$ cat config.mk
export PLATFORM = sky130hd
export DESIGN_NAME = cdb_arbiter_flat
export DESIGN_NICKNAME = d
export VERILOG_FILES = /design/src/rtl/cdb_arbiter_if.sv /design/src/rtl/cdb_arbiter.sv /design/src/flat_wrapper.sv
export SDC_FILE = /design/constraint.sdc
export NUM_CORES = 1
export LEC_CHECK = 0
export BUFFER_PORTS_ARGS = -buffer_cell sky130_fd_sc_hd__buf_4
export CAP_MARGIN = 20
export CORE_MARGIN = 10
export CORE_UTILIZATION = 30
export DETAILED_ROUTE_END_ITERATION = 8
export GPL_ROUTABILITY_DRIVEN = 1
export SYNTH_ARGS = -nofsm -noshare
export SYNTH_HDL_FRONTEND = slang
export SYNTH_SLANG_ARGS = --single-unit
$ cat constraint.sdc
create_clock -name clk -period 2.9 [get_ports clk]
set_clock_uncertainty 0.15 [all_clocks]
set_input_delay 0.58 -clock clk [delete_from_list [all_inputs] [get_ports clk]]
set_output_delay 0.58 -clock clk [all_outputs]
set_load 0.01 [all_outputs]
$ cat src/rtl/cdb_arbiter_if.sv
// rtl/cdb_arbiter_if.sv - CDB arbiter request/broadcast bundle
// master: execution-unit side driving requests; slave: the arbiter.
interface cdb_arbiter_if #(
  parameter int NUM_UNITS = 4,
  parameter int TAG_W     = 5,
  parameter int DATA_W    = 32
);
  logic [NUM_UNITS-1:0]        in_req;
  logic [NUM_UNITS*TAG_W-1:0]  in_tag;
  logic [NUM_UNITS*DATA_W-1:0] in_val;
  logic [NUM_UNITS-1:0]        in_icc_valid;
  logic [NUM_UNITS*4-1:0]      in_icc;
  logic [NUM_UNITS-1:0]        out_ack;
  logic                        out_CDB_broadcast;
  logic [TAG_W-1:0]            out_CDB_tag;
  logic [DATA_W-1:0]           out_CDB_val;
  logic                        out_ICC_we;
  logic [3:0]                  out_ICC_flags;
  logic                        out_drop_err;

  modport master (
    output in_req, in_tag, in_val, in_icc_valid, in_icc,
    input  out_ack, out_CDB_broadcast, out_CDB_tag, out_CDB_val,
           out_ICC_we, out_ICC_flags, out_drop_err
  );

  modport slave (
    input  in_req, in_tag, in_val, in_icc_valid, in_icc,
    output out_ack, out_CDB_broadcast, out_CDB_tag, out_CDB_val,
           out_ICC_we, out_ICC_flags, out_drop_err
  );
endinterface

$ cat src/rtl/cdb_arbiter.sv
// rtl/cdb_arbiter.sv - round-robin Common Data Bus arbiter
// One registered stage: grant, broadcast and ICC forwarding all come from flops.
module cdb_arbiter #(
  parameter int                 NUM_UNITS   = 4,
  parameter int                 TAG_W       = 5,
  parameter int                 DATA_W      = 32,
  parameter logic [TAG_W-1:0]   INVALID_TAG = {TAG_W{1'b1}}
) (
  input  logic            clk,
  input  logic            rst_n,
  cdb_arbiter_if.slave    bus
);
  localparam int PTR_W = $clog2(NUM_UNITS);

  logic [PTR_W-1:0]     rr_ptr;
  logic [NUM_UNITS-1:0] eff_req;
  logic                 grant_found;
  logic [PTR_W-1:0]     grant_idx;
  int                   cand;
  logic [TAG_W-1:0]     sel_tag;
  logic [DATA_W-1:0]    sel_val;
  logic [3:0]           sel_icc;
  logic                 sel_icc_valid;

  // A unit being acked this cycle may still hold req; mask it to avoid a double grant.
  assign eff_req = bus.in_req & ~bus.out_ack;

  always_comb begin
    grant_found = 1'b0;
    grant_idx   = '0;
    cand        = 0;
    for (int i = 0; i < NUM_UNITS; i++) begin
      cand = int'(rr_ptr) + i;
      if (cand >= NUM_UNITS) cand = cand - NUM_UNITS;
      if (!grant_found && eff_req[cand]) begin
        grant_found = 1'b1;
        grant_idx   = PTR_W'(cand);
      end
    end
  end

  assign sel_tag       = bus.in_tag[int'(grant_idx)*TAG_W +: TAG_W];
  assign sel_val       = bus.in_val[int'(grant_idx)*DATA_W +: DATA_W];
  assign sel_icc       = bus.in_icc[int'(grant_idx)*4 +: 4];
  assign sel_icc_valid = bus.in_icc_valid[grant_idx];

  always_ff @(posedge clk or negedge rst_n) begin
    if (!rst_n) begin
      rr_ptr                <= '0;
      bus.out_ack           <= '0;
      bus.out_CDB_broadcast <= 1'b0;
      bus.out_CDB_tag       <= INVALID_TAG;
      bus.out_CDB_val       <= '0;
      bus.out_ICC_we        <= 1'b0;
      bus.out_ICC_flags     <= 4'b0;
      bus.out_drop_err      <= 1'b0;
    end else if (grant_found) begin
      bus.out_ack <= NUM_UNITS'(1) << grant_idx;
      rr_ptr      <= (grant_idx == PTR_W'(NUM_UNITS-1)) ? '0 : grant_idx + 1'b1;
      if (sel_tag != INVALID_TAG) begin
        bus.out_CDB_broadcast <= 1'b1;
        bus.out_CDB_tag       <= sel_tag;
        bus.out_CDB_val       <= sel_val;
        bus.out_ICC_we        <= sel_icc_valid;
        if (sel_icc_valid) bus.out_ICC_flags <= sel_icc;
      end else begin
        // Dropped producer: ack frees the unit, nothing reaches the bus.
        bus.out_CDB_broadcast <= 1'b0;
        bus.out_ICC_we        <= 1'b0;
        bus.out_drop_err      <= 1'b1;
      end
    end else begin
      bus.out_ack           <= '0;
      bus.out_CDB_broadcast <= 1'b0;
      bus.out_ICC_we        <= 1'b0;
    end
  end
endmodule

$ cat src/flat_wrapper.sv
// flat-port wrapper written by rule: the top's interface ports become plain ports
module cdb_arbiter_flat 
#(
  parameter int                 NUM_UNITS   = 4,
  parameter int                 TAG_W       = 5,
  parameter int                 DATA_W      = 32,
  parameter logic [TAG_W-1:0]   INVALID_TAG = {TAG_W{1'b1}}
)
  (clk, rst_n, bus_in_req, bus_in_tag, bus_in_val, bus_in_icc_valid, bus_in_icc, bus_out_ack, bus_out_CDB_broadcast, bus_out_CDB_tag, bus_out_CDB_val, bus_out_ICC_we, bus_out_ICC_flags, bus_out_drop_err);
  cdb_arbiter_if #(.NUM_UNITS(NUM_UNITS), .TAG_W(TAG_W), .DATA_W(DATA_W)) bus_i ();
  input  logic clk;
  input  logic rst_n;
  input wire logic [$bits(bus_i.in_req)-1:0] bus_in_req;
  input wire logic [$bits(bus_i.in_tag)-1:0] bus_in_tag;
  input wire logic [$bits(bus_i.in_val)-1:0] bus_in_val;
  input wire logic [$bits(bus_i.in_icc_valid)-1:0] bus_in_icc_valid;
  input wire logic [$bits(bus_i.in_icc)-1:0] bus_in_icc;
  output wire logic [$bits(bus_i.out_ack)-1:0] bus_out_ack;
  output wire logic [$bits(bus_i.out_CDB_broadcast)-1:0] bus_out_CDB_broadcast;
  output wire logic [$bits(bus_i.out_CDB_tag)-1:0] bus_out_CDB_tag;
  output wire logic [$bits(bus_i.out_CDB_val)-1:0] bus_out_CDB_val;
  output wire logic [$bits(bus_i.out_ICC_we)-1:0] bus_out_ICC_we;
  output wire logic [$bits(bus_i.out_ICC_flags)-1:0] bus_out_ICC_flags;
  output wire logic [$bits(bus_i.out_drop_err)-1:0] bus_out_drop_err;
  assign bus_i.in_req = bus_in_req;
  assign bus_i.in_tag = bus_in_tag;
  assign bus_i.in_val = bus_in_val;
  assign bus_i.in_icc_valid = bus_in_icc_valid;
  assign bus_i.in_icc = bus_in_icc;
  assign bus_out_ack = bus_i.out_ack;
  assign bus_out_CDB_broadcast = bus_i.out_CDB_broadcast;
  assign bus_out_CDB_tag = bus_i.out_CDB_tag;
  assign bus_out_CDB_val = bus_i.out_CDB_val;
  assign bus_out_ICC_we = bus_i.out_ICC_we;
  assign bus_out_ICC_flags = bus_i.out_ICC_flags;
  assign bus_out_drop_err = bus_i.out_drop_err;
  cdb_arbiter #(.NUM_UNITS(NUM_UNITS), .TAG_W(TAG_W), .DATA_W(DATA_W), .INVALID_TAG(INVALID_TAG)) u_core (.clk(clk), .rst_n(rst_n), .bus(bus_i));
endmodule
=== After elaboration in Yosys (flattened, before gate mapping) ===
Index checks and enable logic that the tools add are counted.

* Add/subtract/negate cells: 8
* Multipliers: 1
* Order comparisons: 9
* Equality and inequality tests: 2
* Shifts and indexed selects: 4
* Mux-type cells: 32
* Bitwise operators: 3
* Reductions and logical operators: 9

{| class="wikitable"
|+ Operators with widths
! cell !! count
|-
| 32-bit by 4-bit < comparator with 1-bit output (second input constant) || 4
|-
| 32-bit two-way mux || 4
|-
| 128-bit by 8-bit indexed part select with 32-bit output || 1
|-
| 32-bit by 4-bit >= comparator with 1-bit output (second input constant) || 3
|-
| 32-bit by 4-bit subtractor with 32-bit output (second input constant) || 3
|-
| 20-bit by 32-bit indexed part select with 5-bit output || 1
|-
| 1-bit two-way mux || 17
|-
| 16-bit by 5-bit indexed part select with 4-bit output || 1
|-
| 1-bit binary-select mux with 2-bit select || 5
|-
| 2-bit two-way mux || 5
|-
| 2-bit by 2-bit adder with 3-bit output (second input constant) || 2
|-
| 2-bit by 3-bit multiplier with 5-bit output (second input constant) || 1
|-
| 5-bit != test (second input constant) || 1
|-
| 4-bit bitwise AND || 1
|-
| 4-bit two-way mux || 1
|-
| 4-bit NOT || 1
|-
| 2-bit AND reduction || 2
|-
| 1-bit by 2-bit left shift with 4-bit output (first input constant) || 1
|-
| 2-bit by 3-bit subtractor with 4-bit output (second input constant) || 1
|-
| 2-bit by 1-bit adder with 3-bit output (second input constant) || 1
|-
| 2-bit by 3-bit >= comparator with 1-bit output (second input constant) || 1
|-
| 1-bit logical AND || 3
|-
| 1-bit zero test || 3
|-
| 2-bit by 3-bit < comparator with 1-bit output (second input constant) || 1
|-
| other kinds (4) || 4
|}

* Bits in registers: 50
* Output and inout port bits: 48

=== Logic depth before layout (Yosys ltp) ===
Gate-level depths: netlist of run 1.

* Word-level depth: 20
* Depth in mapped cells: 11
* Depth with buffers taken out: 9

=== Worst setup path before layout of run 1 ===
No wires, ideal clock.

* Kind: in2reg
* Start: in bus_in_req[0]
* End: reg u_core.bus.out_CDB_val[11]
* Library setup time: 125 ps
* Data arrival time: 2533 ps
* Data required time: 2625 ps
* Slack: 92 ps
* Cell stages on the path: 10
* Buffers on the path: 2
* Cell sequence: and2b_2 > a21oi_1 > o21a_4 > buf_6 > nand2_1 > a32oi_1 > nand4_2 > o21ai_4 > buf_8 > mux2_4

* Cells in the longest elaborated chain, start to end: 18
* Elaborated cells on any way between the ends: 32
* Those cells by class: mul: 1; eq/ne: 1; shift: 2; mux: 20; bitwise: 1; reduce/logical: 7

{| class="wikitable"
|+ Ends and longest elaborated chain
! element !! line !! RTL
|-
| start, declared || flat_wrapper.sv:13 || <nowiki>input wire logic [$bits(bus_i.in_req)-1:0] bus_in_req;</nowiki>
|-
| 4-bit bitwise AND (*) || cdb_arbiter.sv:26 || <nowiki>assign eff_req = bus.in_req & ~bus.out_ack;</nowiki>
|-
| 1-bit binary-select mux with 2-bit select || cdb_arbiter.sv:35 || <nowiki>if (!grant_found && eff_req[cand]) begin</nowiki>
|-
| 1-bit two-way mux (not written as such) (2 in a row) || cdb_arbiter.sv:35 ||
|-
| 1-bit two-way mux || cdb_arbiter.sv:35 ||
|-
| 1-bit zero test || cdb_arbiter.sv:35 ||
|-
| 1-bit logical AND || cdb_arbiter.sv:35 ||
|-
| 1-bit two-way mux || cdb_arbiter.sv:35 ||
|-
| 1-bit zero test || cdb_arbiter.sv:35 ||
|-
| 1-bit logical AND || cdb_arbiter.sv:35 ||
|-
| 1-bit two-way mux || cdb_arbiter.sv:35 ||
|-
| 1-bit zero test || cdb_arbiter.sv:35 ||
|-
| 1-bit logical AND || cdb_arbiter.sv:35 ||
|-
| 2-bit two-way mux || cdb_arbiter.sv:35 ||
|-
| 2-bit by 3-bit multiplier with 5-bit output || cdb_arbiter.sv:42 || <nowiki>assign sel_tag = bus.in_tag[int'(grant_idx)*TAG_W +: TAG_W];</nowiki>
|-
| 20-bit by 32-bit indexed part select with 5-bit output || cdb_arbiter.sv:42 ||
|-
| 5-bit != test || cdb_arbiter.sv:60 || <nowiki>if (sel_tag != INVALID_TAG) begin</nowiki>
|-
| 2-bit AND reduction (no source line) || n/a ||
|-
| end signal, assigned || cdb_arbiter.sv:63 || <nowiki>bus.out_CDB_val <= sel_val;</nowiki>
|-
| end, declared || cdb_arbiter_if.sv:29 || <nowiki>output out_ack, out_CDB_broadcast, out_CDB_tag, out_CDB_val,</nowiki>
|}

Mark *: on every way between the ends. The rest lies on a longest branch, timed or not. The select of a mux whose other input is x is not followed.
A chain may end at the register's enable or synchronous reset.

=== Worst setup path in the final report of run 1 ===
* Start: in bus_in_req[0]
* End: reg u_core.bus.out_CDB_val[7]

Same word-level chain as after synthesis.

==> results of run 1 <==
area by class of cell:
| class | count | share of cell area, % |
|---|---|---|
| Timing Repair Buffer | 256 | 35.3 |
| Tap cell | 140 | 3.10 |
| Clock inverter | 3 | 0.797 |
| Clock buffer | 5 | 2.21 |
| Inverter | 7 | 0.487 |
| Multi-Input combinational cell | 324 | 35.8 |
| Sequential cell | 50 | 22.3 |
metal layers:
layer  global-route usage (%)  vias up  share of wire (%)
li1                         -     1864                  -
met1                     17.3     1748                 41
met2                     26.0      171                 49
met3                     5.00       10                8.7
met4                     2.95        0               0.95
met5                        0        -                  0
synthesized netlist by cell type (2+ instances only):
| cell | n |
|---|---|
| dfrtp_1 | 45 |
| buf_2 | 3 |
| dfstp_2 | 5 |
| ha_1 | 4 |
| and2_1 | 4 |
| mux2_4 | 27 |
| buf_6 | 2 |
| buf_1 | 4 |
| nor2_1 | 11 |
| clkbuf_1 | 18 |
| a31oi_1 | 32 |
| nand2_1 | 160 |
| buf_12 | 2 |
| and3_1 | 32 |
| o21ai_1 | 2 |
| a32oi_1 | 8 |
| nand3_1 | 2 |
| mux2_2 | 11 |
| a21oi_1 | 15 |
| inv_1 | 5 |
worst max-delay path by stage:
stage / slack [ns] / to / startpoint / cells after the start
final: 0.10 / u_core.bus.out_CDB_val[7]$_DFFE_PN0P_ / bus_in_req[0] / 13
after CTS: 0.09 / u_core.bus.out_CDB_val[20]$_DFFE_PN0P_ / u_core.bus.out_ack[0]$_DFF_PN0_ / 10
after detailed placement: -0.13 / u_core.bus.out_CDB_val[20]$_DFFE_PN0P_ / bus_in_req[0] / 10
after floorplan: 0.09 / u_core.bus.out_CDB_val[11]$_DFFE_PN0P_ / bus_in_req[0] / 10
after global placement: -0.02 / u_core.bus.out_CDB_val[17]$_DFFE_PN0P_ / bus_in_req[0] / 10
after global routing: -0.01 / u_core.bus.out_CDB_val[20]$_DFFE_PN0P_ / u_core.bus.out_ack[0]$_DFF_PN0_ / 12
worst max-delay path, stage by stage:
cell and delay (ns):
buf_4 0.10, and2b_2 0.20, buf_4 0.14, nand3_1 0.13
o211ai_4 0.14, buf_4 0.20, buf_4 0.14, a32oi_4 0.21
nand4_4 0.15, o21ai_4 0.19, buf_12 0.14, buf_12 0.16
mux2_4 0.31
what timing repair did:
item                       CTS  global route
setup endpoints to repair    0            20
setup buffers                0             8
gates resized for setup      0            10
sequential cells by signal, indices dropped and copies added (netlist names):
| register | flops |
|---|---|
| u_core.rr_ptr | 2 |
| u_core.bus.out_CDB_tag | 5 |
| u_core.bus.out_drop_err | 1 |
| u_core.bus.out_ICC_we | 1 |
| u_core.bus.out_CDB_broadcast | 1 |
| u_core.bus.out_ICC_flags | 4 |
| u_core.bus.out_ack | 4 |
| u_core.bus.out_CDB_val | 32 |
power breakdown:
part           switching, W  internal (W)
Combinational       0.00202       0.00231
Clock              0.000252      0.000407
Sequential         0.000205       0.00111
metrics by stage:
| step | hold slack (ns) | worst slack [ns] |
|---|---|---|
| 6_report | 0.154 | 0.104 |
| 3_5_place_dp | 0.302 | -0.133 |
| 3_3_place_gp | 0.296 | -0.0227 |
| 4_1_cts | 0.183 | 0.0944 |
| 2_1_floorplan | 0.134 | 0.0921 |
| 5_1_grt | 0.203 | -0.0110 |
cell families after synthesis:
logic type	count (synthesis)	share of synthesized area, %
simple gates	218	27.9
fa+ha+maj	4	1.46
buf+inv	37	5.92
flops	50	36.7
compound gates	64	12.5
mux	38	15.5
==> impl_metrics.json, run 1 <==
{
  "root_buffer": "clkbuf_16",
  "syn-instance-count": 411,
  "design_area_um2": 5650,
  "io-pin-count": 222,
  "antenna_left": 0,
  "final_cell_mix": "249 x buf_4, 160 x nand2_1, 44 x dfrtp_1",
  "synth_top_area_cell": "dfrtp_1",
  "antenna_found_initial": 0,
  "drc_errors": 0,
  "crit_type": "input pin to flip-flop",
  "required_ns": 2.92,
  "netlist_area_um2": 3420,
  "power_leakage_nw": 2.88,
  "core_area_um2": 11000,
  "crit-reg2reg-launch": "u_core.bus.out_ack[0]$_DFF_PN0_",
  "synth_edf_count": 0,
  "cts_hold_buf": 0,
  "grt_remaining_overflow": 0,
  "synth_nets": 589,
  "dp_hpwl_um": 10500,
  "setup_tns_ns": 0,
  "hold_viol": 0,
  "cp_max_fo": 16,
  "ff2ff_setup_slack_ns": 0.11,
  "synth.yosys.warnings": 0,
  "post-route-util_pct": 51.4,
  "ys_seq_area_share_pct": 36.7,
  "reg2reg_to": "u_core.bus.out_CDB_val[7]$_DFFE_PN0P_",
  "cts_buffers": 5,
  "ir_worst_vdd_uv": 510,
  "synth_seq_cells": 50,
  "final_cells": 785,
  "final_common_cell": "buf_4",
  "grt_max_degree": 51,
  "n_antenna_cell": 0,
  "grt_first_pass_wirelength_um": 19900,
  "grt_pass1_vias": 3854,
  "die_area_um2": 16100,
  "clk_latency_ns": 0.28,
  "cts_tree": "done",
  "clkSlewWorstSetupHoldPaths_ns": 0.07,
  "setup_viol": 0,
  "vias_per_cell": 4.83,
  "synthFlopType": "dfrtp_1",
  "drtIter0Drc": 208,
  "cts_htree_levels": 2,
  "arrival_ns": 2.82,
  "drt_first_pass_iters": 4,
  "multi_input_area_um2": 2020,
  "ys_async_sr_fraction_pct": 100,
  "nFillCells": 1057,
  "cp-start-kind": "input pin",
  "synthTopCellsByArea": "dfrtp_1 33%, nand2_1 18%, mux2_4 12%",
  "dp.cells": 767,
  "finalCritPeriodShare_pct": 96.4,
  "num_rows": 38,
  "power_density_nw_per_um2": 1120,
  "cts_buffer_depth": 2,
  "worst-slew-pin-transition_ns": 0.633,
  "die_w_um": 127,
  "max_slew_margin_pct": 57.8,
  "drive_above_1_share_pct": 49.5,
  "placed_area_um2": 5320,
  "clock_sinks": 50,
  "ff_latch_area_um2": 1260,
  "ys_types": 39,
  "portBuffers": 221,
  "wl_um": 13100,
  "cap_violations": 0,
  "r2r_cells": 12,
  "min_path_type": "input pin to asynchronous set/reset pin",
  "die_y_um": 127,
  "grt.total_usage_pct": 14.9,
  "end_kind": "flip-flop",
  "synth_top_area_share_pct": 32.9,
  "area_growth_pct": 65.1,
  "status": "finished, final reports clean",
  "syn_avg_cell_area_um2": 8.33,
  "min_period_ns": 2.80,
  "fmax_mhz": 358,
  "nets": 822,
  "wl_per_cell_um": 16.7,
  "start_util_pct": 31.2,
  "maxSlewViolCount": 0,
  "p_total_w": 0.00630,
  "routed-via-count": 3793,
  "gp_congestion": 0.859
}
Note: power is estimated with default switching activity, not from simulation.
==> run 2, diff against run 1 <==
--- a/config.mk
+++ b/config.mk
@@ -5,7 +5,7 @@
 export SDC_FILE = /design/constraint.sdc
 export NUM_CORES = 1
 export LEC_CHECK = 0
-export BUFFER_PORTS_ARGS = -buffer_cell sky130_fd_sc_hd__buf_4
+export BUFFER_PORTS_ARGS = -buffer_cell sky130_fd_sc_hd__buf_2
 export CAP_MARGIN = 20
 export CORE_MARGIN = 10
 export CORE_UTILIZATION = 30
==> impl_metrics.json, run 2 (same netlist as run 1, synthesis figures left out) <==
{
  "status": "finished, final reports clean",
  "die_w_um": 127,
  "largest_reg_flops": 32,
  "power_density_nw_per_um2": 1190,
  "cp_max_fo": 11,
  "end_kind": "flip-flop",
  "finalCritPeriodShare_pct": 98.4,
  "setup_slack_ns": 0.0456,
  "final_cell_mix": "221 x buf_2, 160 x nand2_1, 45 x dfrtp_1",
  "hold_viol": 0,
  "drt_first_pass_iters": 5,
  "grt_remaining_overflow": 0,
  "cts_hold_buf": 0,
  "vias_per_cell": 4.86,
  "root_buffer": "clkbuf_16",
  "die_y_um": 127,
  "dr_wl_met3_um": 1310,
  "cpMostUsedCell": "buf_12",
  "regMostFlops": "u_core.bus.out_CDB_val",
  "start_util_pct": 31.2,
  "place_ws_ns": -0.117,
  "grt_max_degree": 41,
  "wirelength_met1_um": 5350,
  "io-pin-count": 222,
  "worst-slew-pin-transition_ns": 0.876,
  "wl_um": 13300,
  "cp_slowest_cell": "dfrtp_1",
  "portBuffers": 221,
  "crit_chain": "nand2b_1, a21oi_2, buf_4, o21a_2, a21oi_1, a32oi_2, nand4_2, o21ai_4, buf_12, buf_12, mux2_2",
  "cpPeakStageDelay_ns": 0.46,
  "cp_top_family": "compound AO/OA/AOI/OAI gates",
  "min_path_type": "input pin to asynchronous set/reset pin",
  "cts_buffers": 5,
  "min_period_ns": 2.85,
  "n_antenna_cell": 0,
  "ir_worst_vdd_uv": 438,
  "dp_hpwl_um": 10300,
  "biggestRegsByFlops": "u_core.bus.out_CDB_val x32, u_core.bus.out_CDB_tag x5",
  "cap_violations": 0,
  "antenna_found_initial": 0,
  "wl_per_cell_um": 16.9,
  "crit_type": "flip-flop to flip-flop",
  "clkSlewWorstSetupHoldPaths_ns": 0.07,
  "arrival_ns": 2.88,
  "nets": 824,
  "core_area_um2": 11000,
  "cp-start-kind": "flip-flop",
  "drc_errors": 0,
  "routed-via-count": 3824,
  "required_ns": 2.92,
  "maxSlewViolCount": 0,
  "dr_wl_met2_um": 6470,
  "num_rows": 38,
  "setup_viol": 0,
  "fmax_mhz": 350,
  "grt_pass1_vias": 3926,
  "top_layer_used": "met4",
  "cts_buffer_depth": 2,
  "cts_htree_levels": 2,
  "power_leakage_nw": 2.70,
  "max_slew_margin_pct": 41.6,
  "drive_above_1_share_pct": 50.2,
  "clk_latency_ns": 0.28,
  "clock_sinks": 50,
  "post-route-util_pct": 46.5,
  "cts_tree": "done",
  "grt_first_pass_wirelength_um": 19700,
  "die_area_um2": 16100,
  "gp_congestion": 0.850,
  "final_common_cell": "buf_2",
  "antenna_left": 0,
  "area_growth_pct": 49.2,
  "drtIter0Drc": 158,
  "grt.total_usage_pct": 14.6,
  "path_buf_inv": 3
}
run 2: path summary, 6_finish.rpt:
path,startpoint,end,slack [ns],depth (start not counted)
setup / recovery,u_core.rr_ptr[1]$_DFFE_PN0P_,u_core.bus.out_CDB_val[22]$_DFFE_PN0P_,0.05,11
setup reg to reg,u_core.rr_ptr[1]$_DFFE_PN0P_,u_core.bus.out_CDB_val[22]$_DFFE_PN0P_,0.05,11
max in group asynchronous,rst_n,u_core.bus.out_ack[1]$_DFF_PN0_,1.71,2
min in group clk,u_core.bus.out_CDB_tag[3]$_DFFE_PN1P_,u_core.bus.out_CDB_tag[3]$_DFFE_PN1P_,0.32,2
hold reg to reg,u_core.bus.out_CDB_tag[3]$_DFFE_PN1P_,u_core.bus.out_CDB_tag[3]$_DFFE_PN1P_,0.32,2
hold / removal,rst_n,u_core.bus.out_CDB_val[7]$_DFFE_PN0P_,0.27,1
run 2: worst reg2reg max path, stage by stage, from the launching register on:
cell and delay [ns]:
dfrtp_1 0.46, nand2b_1 0.19, a21oi_2 0.19, buf_4 0.15, o21a_2 0.20, a21oi_1 0.11
a32oi_2 0.23, nand4_2 0.20, o21ai_4 0.22, buf_12 0.15, buf_12 0.15, mux2_2 0.34
run 2: cell type report:
| cell class | instances | area, um2 |
|---|---|---|
| flip-flops and latches | 50 | 1260 |
| repair buffers | 256 | 1440 |
| clock buffers | 5 | 125 |
| multi-input cells | 326 | 2040 |
| clock inverters | 3 | 40.0 |
| well taps | 140 | 175 |
| fillers | 1081 | 5870 |
| inverters | 7 | 28.8 |
run 2: layer usage:
metal	vias up	track usage [%]
met5	-	0
met4	0	3.48
met3	13	6.16
met2	188	25.4
met1	1752	16.1
li1	1871	-
run 2: power by group:
part           total (W)  leakage [nW]  switching (W)  internal [W]
Combinational    0.00410          2.05        0.00205       0.00205
Sequential       0.00131         0.576       0.000201       0.00111
Clock           0.000651        0.0836       0.000248      0.000404
Total            0.00606          2.70        0.00250       0.00356
run 2: what timing repair did:
item,4_1_cts,5_1_grt
hold endpoints to repair,0,0
buffers inserted,0,7
resized for setup,0,12
setup endpoints to repair,0,37
run 2: per-stage QoR:
step           setup TNS [ns]  cells  area [um2]  hold slack [ns]  power [W]
2_1_floorplan               0    411        3420            0.134    0.00393
3_3_place_gp           -0.546    768        4760            0.308    0.00503
3_5_place_dp            -2.81    768        4760            0.307    0.00513
4_1_cts                     0    776        4920            0.306    0.00581
5_1_grt                 -1.00    787        5110            0.330    0.00655
6_report                    0    787        5110            0.266    0.00606
